===== config.mk =====
export PLATFORM = sky130hd
export DESIGN_NAME = dma_periph_fifo
export DESIGN_NICKNAME = d
export VERILOG_FILES = /design/src/rtl/dma_periph_pkg.sv /design/src/rtl/dma_sync_fifo.sv /design/src/rtl/dma_periph_fifo.sv
export SDC_FILE = /design/constraint.sdc
export NUM_CORES = 1
export LEC_CHECK = 0
export ABC_AREA = 1
export ABC_CLOCK_PERIOD_IN_PS = 4200
export BUFFER_PORTS_ARGS = -buffer_cell sky130_fd_sc_hd__buf_2
export CAP_MARGIN = 20
export CORE_UTILIZATION = 25
export DETAILED_ROUTE_END_ITERATION = 10
export HOLD_SLACK_MARGIN = 0.02
export PLACE_DENSITY_LB_ADDON = 0.2
export SYNTH_ARGS = -nofsm -noshare
export SYNTH_HDL_FRONTEND = slang
export SYNTH_SLANG_ARGS = --single-unit

===== constraint.sdc =====
create_clock -name CLK -period 4.2 [get_ports CLK]
set_clock_uncertainty 0.1 [all_clocks]
set_input_delay 0 -clock CLK [delete_from_list [all_inputs] [get_ports CLK]]
set_output_delay 0 -clock CLK [all_outputs]
set_load 0.02 [all_outputs]

===== src/rtl/dma_periph_pkg.sv =====
// Shared definitions for the DMA peripheral receive channel.
// Contents:
//   DEFAULT_DEPTH  default FIFO depth
//   state_e        channel state machine encoding (IDLE, REQ, XFER, HOLD)
//   ptr_width()    FIFO pointer width for a given depth
//   cnt_width()    FIFO occupancy width for a given depth (holds 0..depth)
package dma_periph_pkg;

    localparam int unsigned DEFAULT_DEPTH = 16;

    typedef enum logic [1:0] {
        IDLE = 2'd0,
        REQ  = 2'd1,
        XFER = 2'd2,
        HOLD = 2'd3
    } state_e;

    function automatic int unsigned ptr_width(input int unsigned depth);
        return $clog2(depth);
    endfunction

    function automatic int unsigned cnt_width(input int unsigned depth);
        return $clog2(depth) + 1;
    endfunction

endpackage


===== src/rtl/dma_sync_fifo.sv =====
// Single-clock FIFO with a combinationally read head entry.
// Ports:
//   clk, rst_n   clock, asynchronous active-low reset
//   push, wdata  write request and data (ignored while full)
//   pop          read request (ignored while empty)
//   head         entry at the read pointer
//   full, empty  occupancy flags
//   count        occupancy, 0..DEPTH
module dma_sync_fifo
    import dma_periph_pkg::*;
#(
    parameter int unsigned WIDTH = 8,
    parameter int unsigned DEPTH = DEFAULT_DEPTH
) (
    input  logic                        clk,
    input  logic                        rst_n,
    input  logic                        push,
    input  logic [WIDTH-1:0]            wdata,
    input  logic                        pop,
    output logic [WIDTH-1:0]            head,
    output logic                        full,
    output logic                        empty,
    output logic [cnt_width(DEPTH)-1:0] count
);

    localparam int unsigned PW = ptr_width(DEPTH);
    localparam int unsigned CW = cnt_width(DEPTH);

    logic [WIDTH-1:0] mem_q [DEPTH];
    logic [PW-1:0]    wr_ptr_q;
    logic [PW-1:0]    rd_ptr_q;
    logic [CW-1:0]    count_q;
    logic             do_push;
    logic             do_pop;

    assign full    = (count_q == CW'(DEPTH));
    assign empty   = (count_q == '0);
    assign do_push = push && !full;
    assign do_pop  = pop && !empty;

    // Pointers wrap naturally because DEPTH is a power of two.
    always_ff @(posedge clk or negedge rst_n) begin
        if (!rst_n) begin
            wr_ptr_q <= '0;
            rd_ptr_q <= '0;
            count_q  <= '0;
        end else begin
            if (do_push) wr_ptr_q <= wr_ptr_q + PW'(1);
            if (do_pop)  rd_ptr_q <= rd_ptr_q + PW'(1);
            count_q <= count_q + CW'(do_push) - CW'(do_pop);
        end
    end

    always_ff @(posedge clk) begin
        if (do_push) mem_q[wr_ptr_q] <= wdata;
    end

    assign head  = mem_q[rd_ptr_q];
    assign count = count_q;

endmodule


===== src/rtl/dma_periph_fifo.sv =====
// Peripheral receive channel feeding one 8237A DMA channel (I/O-to-memory).
// Buffers source bytes, raises DREQ at DREQ_THRESHOLD occupancy, drives DB while
// DACK and IOR_N are active, and pops one byte on each IOR_N trailing edge.
// Ports:
//   CLK, RESET             clock, asynchronous active-low reset
//   src_data/valid/ready   local source push interface
//   src_last               last byte of a block (DMA_PERIPH_EOP_EN only)
//   DREQ                   registered DMA request
//   DACK, IOR_N, EOP_N     DMA acknowledge, read strobe, end-of-process
//   DB, DB_OE              FIFO head byte and bus drive enable
//   EOP_OUT_N              peripheral-initiated EOP (DMA_PERIPH_EOP_EN only)
//   done                   one-cycle pulse on normal transfer termination
//   count                  FIFO occupancy
// Build option: define DMA_PERIPH_EOP_EN to carry src_last through the FIFO and
// terminate the transfer on the pop of a last-flagged byte.
module dma_periph_fifo
    import dma_periph_pkg::*;
#(
    parameter int unsigned DEPTH          = DEFAULT_DEPTH,
    parameter int unsigned DREQ_THRESHOLD = 1
) (
    input  logic                        CLK,
    input  logic                        RESET,
    input  logic [7:0]                  src_data,
    input  logic                        src_valid,
    output logic                        src_ready,
`ifdef DMA_PERIPH_EOP_EN
    input  logic                        src_last,
`endif
    output logic                        DREQ,
    input  logic                        DACK,
    input  logic                        IOR_N,
    input  logic                        EOP_N,
    output logic [7:0]                  DB,
    output logic                        DB_OE,
`ifdef DMA_PERIPH_EOP_EN
    output logic                        EOP_OUT_N,
`endif
    output logic                        done,
    output logic [cnt_width(DEPTH)-1:0] count
);

    localparam int unsigned CW = cnt_width(DEPTH);
`ifdef DMA_PERIPH_EOP_EN
    localparam int unsigned FW = 9;
`else
    localparam int unsigned FW = 8;
`endif

    state_e        state_q, state_d;
    logic          dreq_q, dreq_d;
    logic          done_q, done_d;
    logic          ior_q;
    logic [7:0]    last_q;

    logic          push;
    logic          pop;
    logic          full;
    logic          empty;
    logic          head_last;
    logic [FW-1:0] wdata;
    logic [FW-1:0] head;
    logic [CW-1:0] fifo_count;
    logic [CW-1:0] count_next;

`ifdef DMA_PERIPH_EOP_EN
    assign wdata     = {src_last, src_data};
    assign head_last = head[8] && !empty;
    assign EOP_OUT_N = !(DB_OE && head_last);
`else
    assign wdata     = src_data;
    assign head_last = 1'b0;
`endif

    assign src_ready  = !full;
    assign push       = src_valid && src_ready;
    // Trailing (rising) edge of the read strobe while acknowledged.
    assign pop        = !ior_q && IOR_N && DACK && !empty;
    assign count_next = fifo_count + CW'(push) - CW'(pop);

    dma_sync_fifo #(
        .WIDTH (FW),
        .DEPTH (DEPTH)
    ) u_fifo (
        .clk   (CLK),
        .rst_n (RESET),
        .push  (push),
        .wdata (wdata),
        .pop   (pop),
        .head  (head),
        .full  (full),
        .empty (empty),
        .count (fifo_count)
    );

    always_comb begin
        state_d = state_q;
        done_d  = 1'b0;
        unique case (state_q)
            IDLE: begin
                if (fifo_count >= CW'(DREQ_THRESHOLD)) state_d = REQ;
            end
            REQ: begin
                if (DACK) state_d = XFER;
            end
            XFER: begin
                if (!EOP_N || (pop && (count_next == '0)) || (pop && head_last)) begin
                    state_d = HOLD;
                    done_d  = 1'b1;
                end else if (!DACK) begin
                    state_d = HOLD;
                end
            end
            HOLD: begin
                state_d = IDLE;
            end
            default: begin
                state_d = IDLE;
            end
        endcase
        // Registered from the next state so DREQ drops on the edge entering HOLD.
        dreq_d = (state_d == REQ) || ((state_d == XFER) && (count_next != '0));
    end

    always_ff @(posedge CLK or negedge RESET) begin
        if (!RESET) begin
            state_q <= IDLE;
            dreq_q  <= 1'b0;
            done_q  <= 1'b0;
            ior_q   <= 1'b1;
            last_q  <= '0;
        end else begin
            state_q <= state_d;
            dreq_q  <= dreq_d;
            done_q  <= done_d;
            ior_q   <= IOR_N;
            if (pop) last_q <= head[7:0];
        end
    end

    // With the FIFO empty the bus keeps showing the most recently popped byte.
    assign DB    = empty ? last_q : head[7:0];
    assign DB_OE = DACK && !IOR_N;
    assign DREQ  = dreq_q;
    assign done  = done_q;
    assign count = fifo_count;

endmodule


==> results.json <==
{
  "synth_top_family_by_area": "simple AND/OR/NAND/NOR gates",
  "grt_pass1_vias": 4253,
  "p_int_w": 0.00350,
  "synth_area_per_cell_um2": 11.7,
  "grt_overflow_total": 0,
  "leakage_nw": 2.83,
  "final_nets": 644,
  "seq_area_frac_synth": 0.670,
  "port_buffers": 30,
  "p_seq_frac": 0.355,
  "synth-compound-area-share": 0.111,
  "yosys-top-cells-area": "edfxtp_1 57%, dfrtp_1 9.3%, nor2_1 6.0%, o21ai_0 3.9%, o211ai_1 3.1%",
  "setup_viol": 0,
  "slew_violations": 0,
  "antenna_found_initial": 0,
  "clk_latency_ns": 0.42,
  "detail_route.wl_per_cell_um": 16.4,
  "cpMaxStageDelayCell": "fa_1",
  "areaGrowthSynthToFinish_pct": 17.0,
  "start_kind": "flip-flop",
  "route.antenna.remaining_nets": 0,
  "cts_tree": "yes",
  "finalWirelength_mm": 15.8,
  "yosys.area_share.simple": 0.125,
  "synth_fa_ha_area_frac": 0.0339,
  "netlist_area_mm2": 0.00671,
  "power.net_switching_w": 0.00227,
  "pwr-share-clk": 0.264,
  "drive_above_1_share": 0.142,
  "cp_data_arrival_time_ns": 3.92,
  "power.density_mw_per_mm2": 734,
  "fillers": 2632,
  "synthCells": 575,
  "place_congestion": 0.797,
  "status": "complete, but fails checks",
  "cts-buffers-inserted": 17,
  "dr.first_iter.drc_count": 231,
  "cts_setup_buffers": 0,
  "worst_ep_required_time_ns": 4.41,
  "cts_resized": 0,
  "p_total_w": 0.00577,
  "vias": 4293,
  "p_sw_frac": 0.393,
  "finalWorstSetupSlack_ns": 0.494,
  "drc": 4,
  "crit_type": "flip-flop to flip-flop",
  "htree_num_levels": 4,
  "worstPathCellList": "inv_1 -> ha_1 -> inv_1 -> nor2_1 -> nand3_2 -> nand2_1 -> inv_2 -> ha_1 -> inv_1 -> ha_1 -> fa_1 -> nor2_1 -> o21ai_0 -> nor2_1 -> nand2_1 -> nor2_1 -> nand3_1 -> nand3_1 -> nand2_1 -> o31ai_1 -> inv_1",
  "most-common-layout-cells": "128 x edfxtp_1, 108 x nor2_1, 52 x nand2_1, 52 x o21ai_0, 36 x inv_1",
  "ys_warn_count": 0,
  "clk_path_buf_depth": 2,
  "via_per_inst": 4.47,
  "synth_fp_nets": 606,
  "synth_largest_area_cell": "edfxtp_1",
  "layout_commonest_cell": "edfxtp_1",
  "dieArea_mm2": 0.0275,
  "grt_use_total": 0.120,
  "critical-path-max-stage-delay_ns": 0.44,
  "dr.pass1.iters": 7,
  "cts_sinks": 154,
  "num_rows": 59,
  "die_h_um": 166,
  "finalCritPeriodShare": 0.882,
  "dp_hpwl_mm": 10.1,
  "reg2reg_depth": 21,
  "seqCellArea_mm2": 0.00450,
  "die_x_um": 166,
  "rsz0062_at_grt": "false",
  "min_path_type": "input port to asynchronous set/reset pin",
  "antennaDiodeCount": 0,
  "yosysUniqueCellTypes": 33,
  "cts_root_buf": "clkbuf_16",
  "io_pins": 31,
  "start_util": 0.256,
  "violations": "design-rule violations",
  "muxShareOfSynthArea": 0,
  "ys_seq_elements": 154,
  "post-place-ws_ns": 0.505,
  "multi_input_comb_area_mm2": 0.00189,
  "endpoint_kind": "flip-flop",
  "cp.depth": 21,
  "finalHoldViolCount": 0,
  "drv_cap": 0,
  "fin_crit_ns": 3.71,
  "synth_xor_xnor_area_share": 0.0117,
  "r2r_slack_ns": 0.49,
  "setup_tns_ns": 0,
  "power_frac_comb": 0.381,
  "worst_pin_slew_ns": 0.962,
  "grt_max_degree": 67,
  "irDropWorstVdd_v": 0.000537,
  "cts.hold.buffers_added": 13,
  "maxSlewHeadroom": 0.357,
  "cp_max_fo": 21,
  "grt_pass1_wl_mm": 24.8,
  "netlist.area_leader.share": 0.573,
  "cpLargestDelayFamily": "simple AND/OR/NAND/NOR gates",
  "fin_hold_ws_ns": 0.0457,
  "core_mm2": 0.0262,
  "fmax_ghz": 0.270,
  "cts.clk_slew.worst_paths_ns": 0.07,
  "cp.buffers_inverters": 5
}
Yosys cell counts:
cell type and count:
a21boi_0 1, clkbuf_1 10, nor2_2 15, buf_2 10, o21ai_2 2, dfstp_2 1, nor3b_1 1, nor2_1 108
inv_4 1, nand3_1 20, inv_2 2, o21ai_1 33, clkinv_1 1, o211ai_2 4, buf_8 2, a21oi_1 3
nor3_1 1, o211ai_1 28, nand4_1 2, o21ai_0 52, a31oi_1 1, xor2_1 9, o31ai_1 2, ha_1 15
dfrtp_1 25, buf_6 3, nand3_2 1, fa_1 2, edfxtp_1 128, nand3b_1 1, inv_1 36, nand2_1 52
buf_4 3
registers in the layout, indices dropped and copies added (netlist names):
name / flops
u_fifo.count: 5
DREQ: 1
done: 1
last_q: 8
ior_q: 1
state_q: 2
u_fifo.mem_q: 128
u_fifo.wr_ptr_q: 4
u_fifo.rd_ptr_q: 4
cells by family (layout without fill, tap and decap cells):
family | after synthesis | after routing
compound gates | 126 | 126
xor+xnor | 9 | 9
fa+ha+maj | 17 | 17
buf+inv | 68 | 119
flops | 154 | 154
simple gates | 201 | 201
layout make-up:
class                   count  share of cell area
flip-flops and latches    154               0.573
multi-input cells         353               0.241
clock buffers              19              0.0551
well taps                 335              0.0534
repair buffers             47              0.0395
inverters                  40              0.0194
clock inverters            13              0.0193
metal layers:
layer | global-route usage | vias up | wire, um
met4 | 0.0484 | 0 | 318
met2 | 0.197 | 82 | 7670
met3 | 0.0260 | 16 | 519
li1 | - | 2083 | -
met1 | 0.153 | 2112 | 7250
met5 | 0 | - | 0
power by group through the flow:
stage / Combinational [W] / Clock [W] / Sequential [W]
after CTS: 0.00224 / 0.00156 / 0.00205
after detailed placement: 0.00221 / 0 / 0.00208
after floorplan: 0.00160 / 0 / 0.00205
final: 0.00220 / 0.00152 / 0.00205
after global placement: 0.00221 / 0 / 0.00208
after global routing: 0.00247 / 0.00162 / 0.00208
worst reg2reg max path, stage by stage, from the launching register on:
cell,delay [ns]
dfrtp_1,0.38
inv_1,0.13
ha_1,0.16
inv_1,0.03
nor2_1,0.18
nand3_2,0.32
nand2_1,0.25
inv_2,0.18
ha_1,0.32
inv_1,0.05
ha_1,0.22
fa_1,0.44
nor2_1,0.11
o21ai_0,0.08
nor2_1,0.13
nand2_1,0.06
nor2_1,0.08
nand3_1,0.08
nand3_1,0.08
nand2_1,0.07
o31ai_1,0.07
inv_1,0.06
per-stage QoR:
stage | instances | util | area [um2]
after floorplan | 575 | - | 6710
after global placement | 916 | 0.272 | 7140
after detailed placement | 916 | 0.272 | 7140
after CTS | 961 | 0.300 | 7860
after global routing | 961 | 0.300 | 7860
final | 961 | 0.300 | 7860
path summary, 6_finish.rpt:
path	start	to
min	RESET	u_fifo.count[2]$_DFF_PN0_
max	u_fifo.count[3]$_DFF_PN0_	DREQ$_DFF_PN0_
min reg2reg	last_q[1]$_DFFE_PN0P_	last_q[1]$_DFFE_PN0P_
min in group CLK	IOR_N	ior_q$_DFF_PN1_
max reg2reg	u_fifo.count[3]$_DFF_PN0_	DREQ$_DFF_PN0_
max in group asynchronous	RESET	u_fifo.rd_ptr_q[1]$_DFFE_PN0P_
Note: power is estimated with default switching activity, not from simulation.
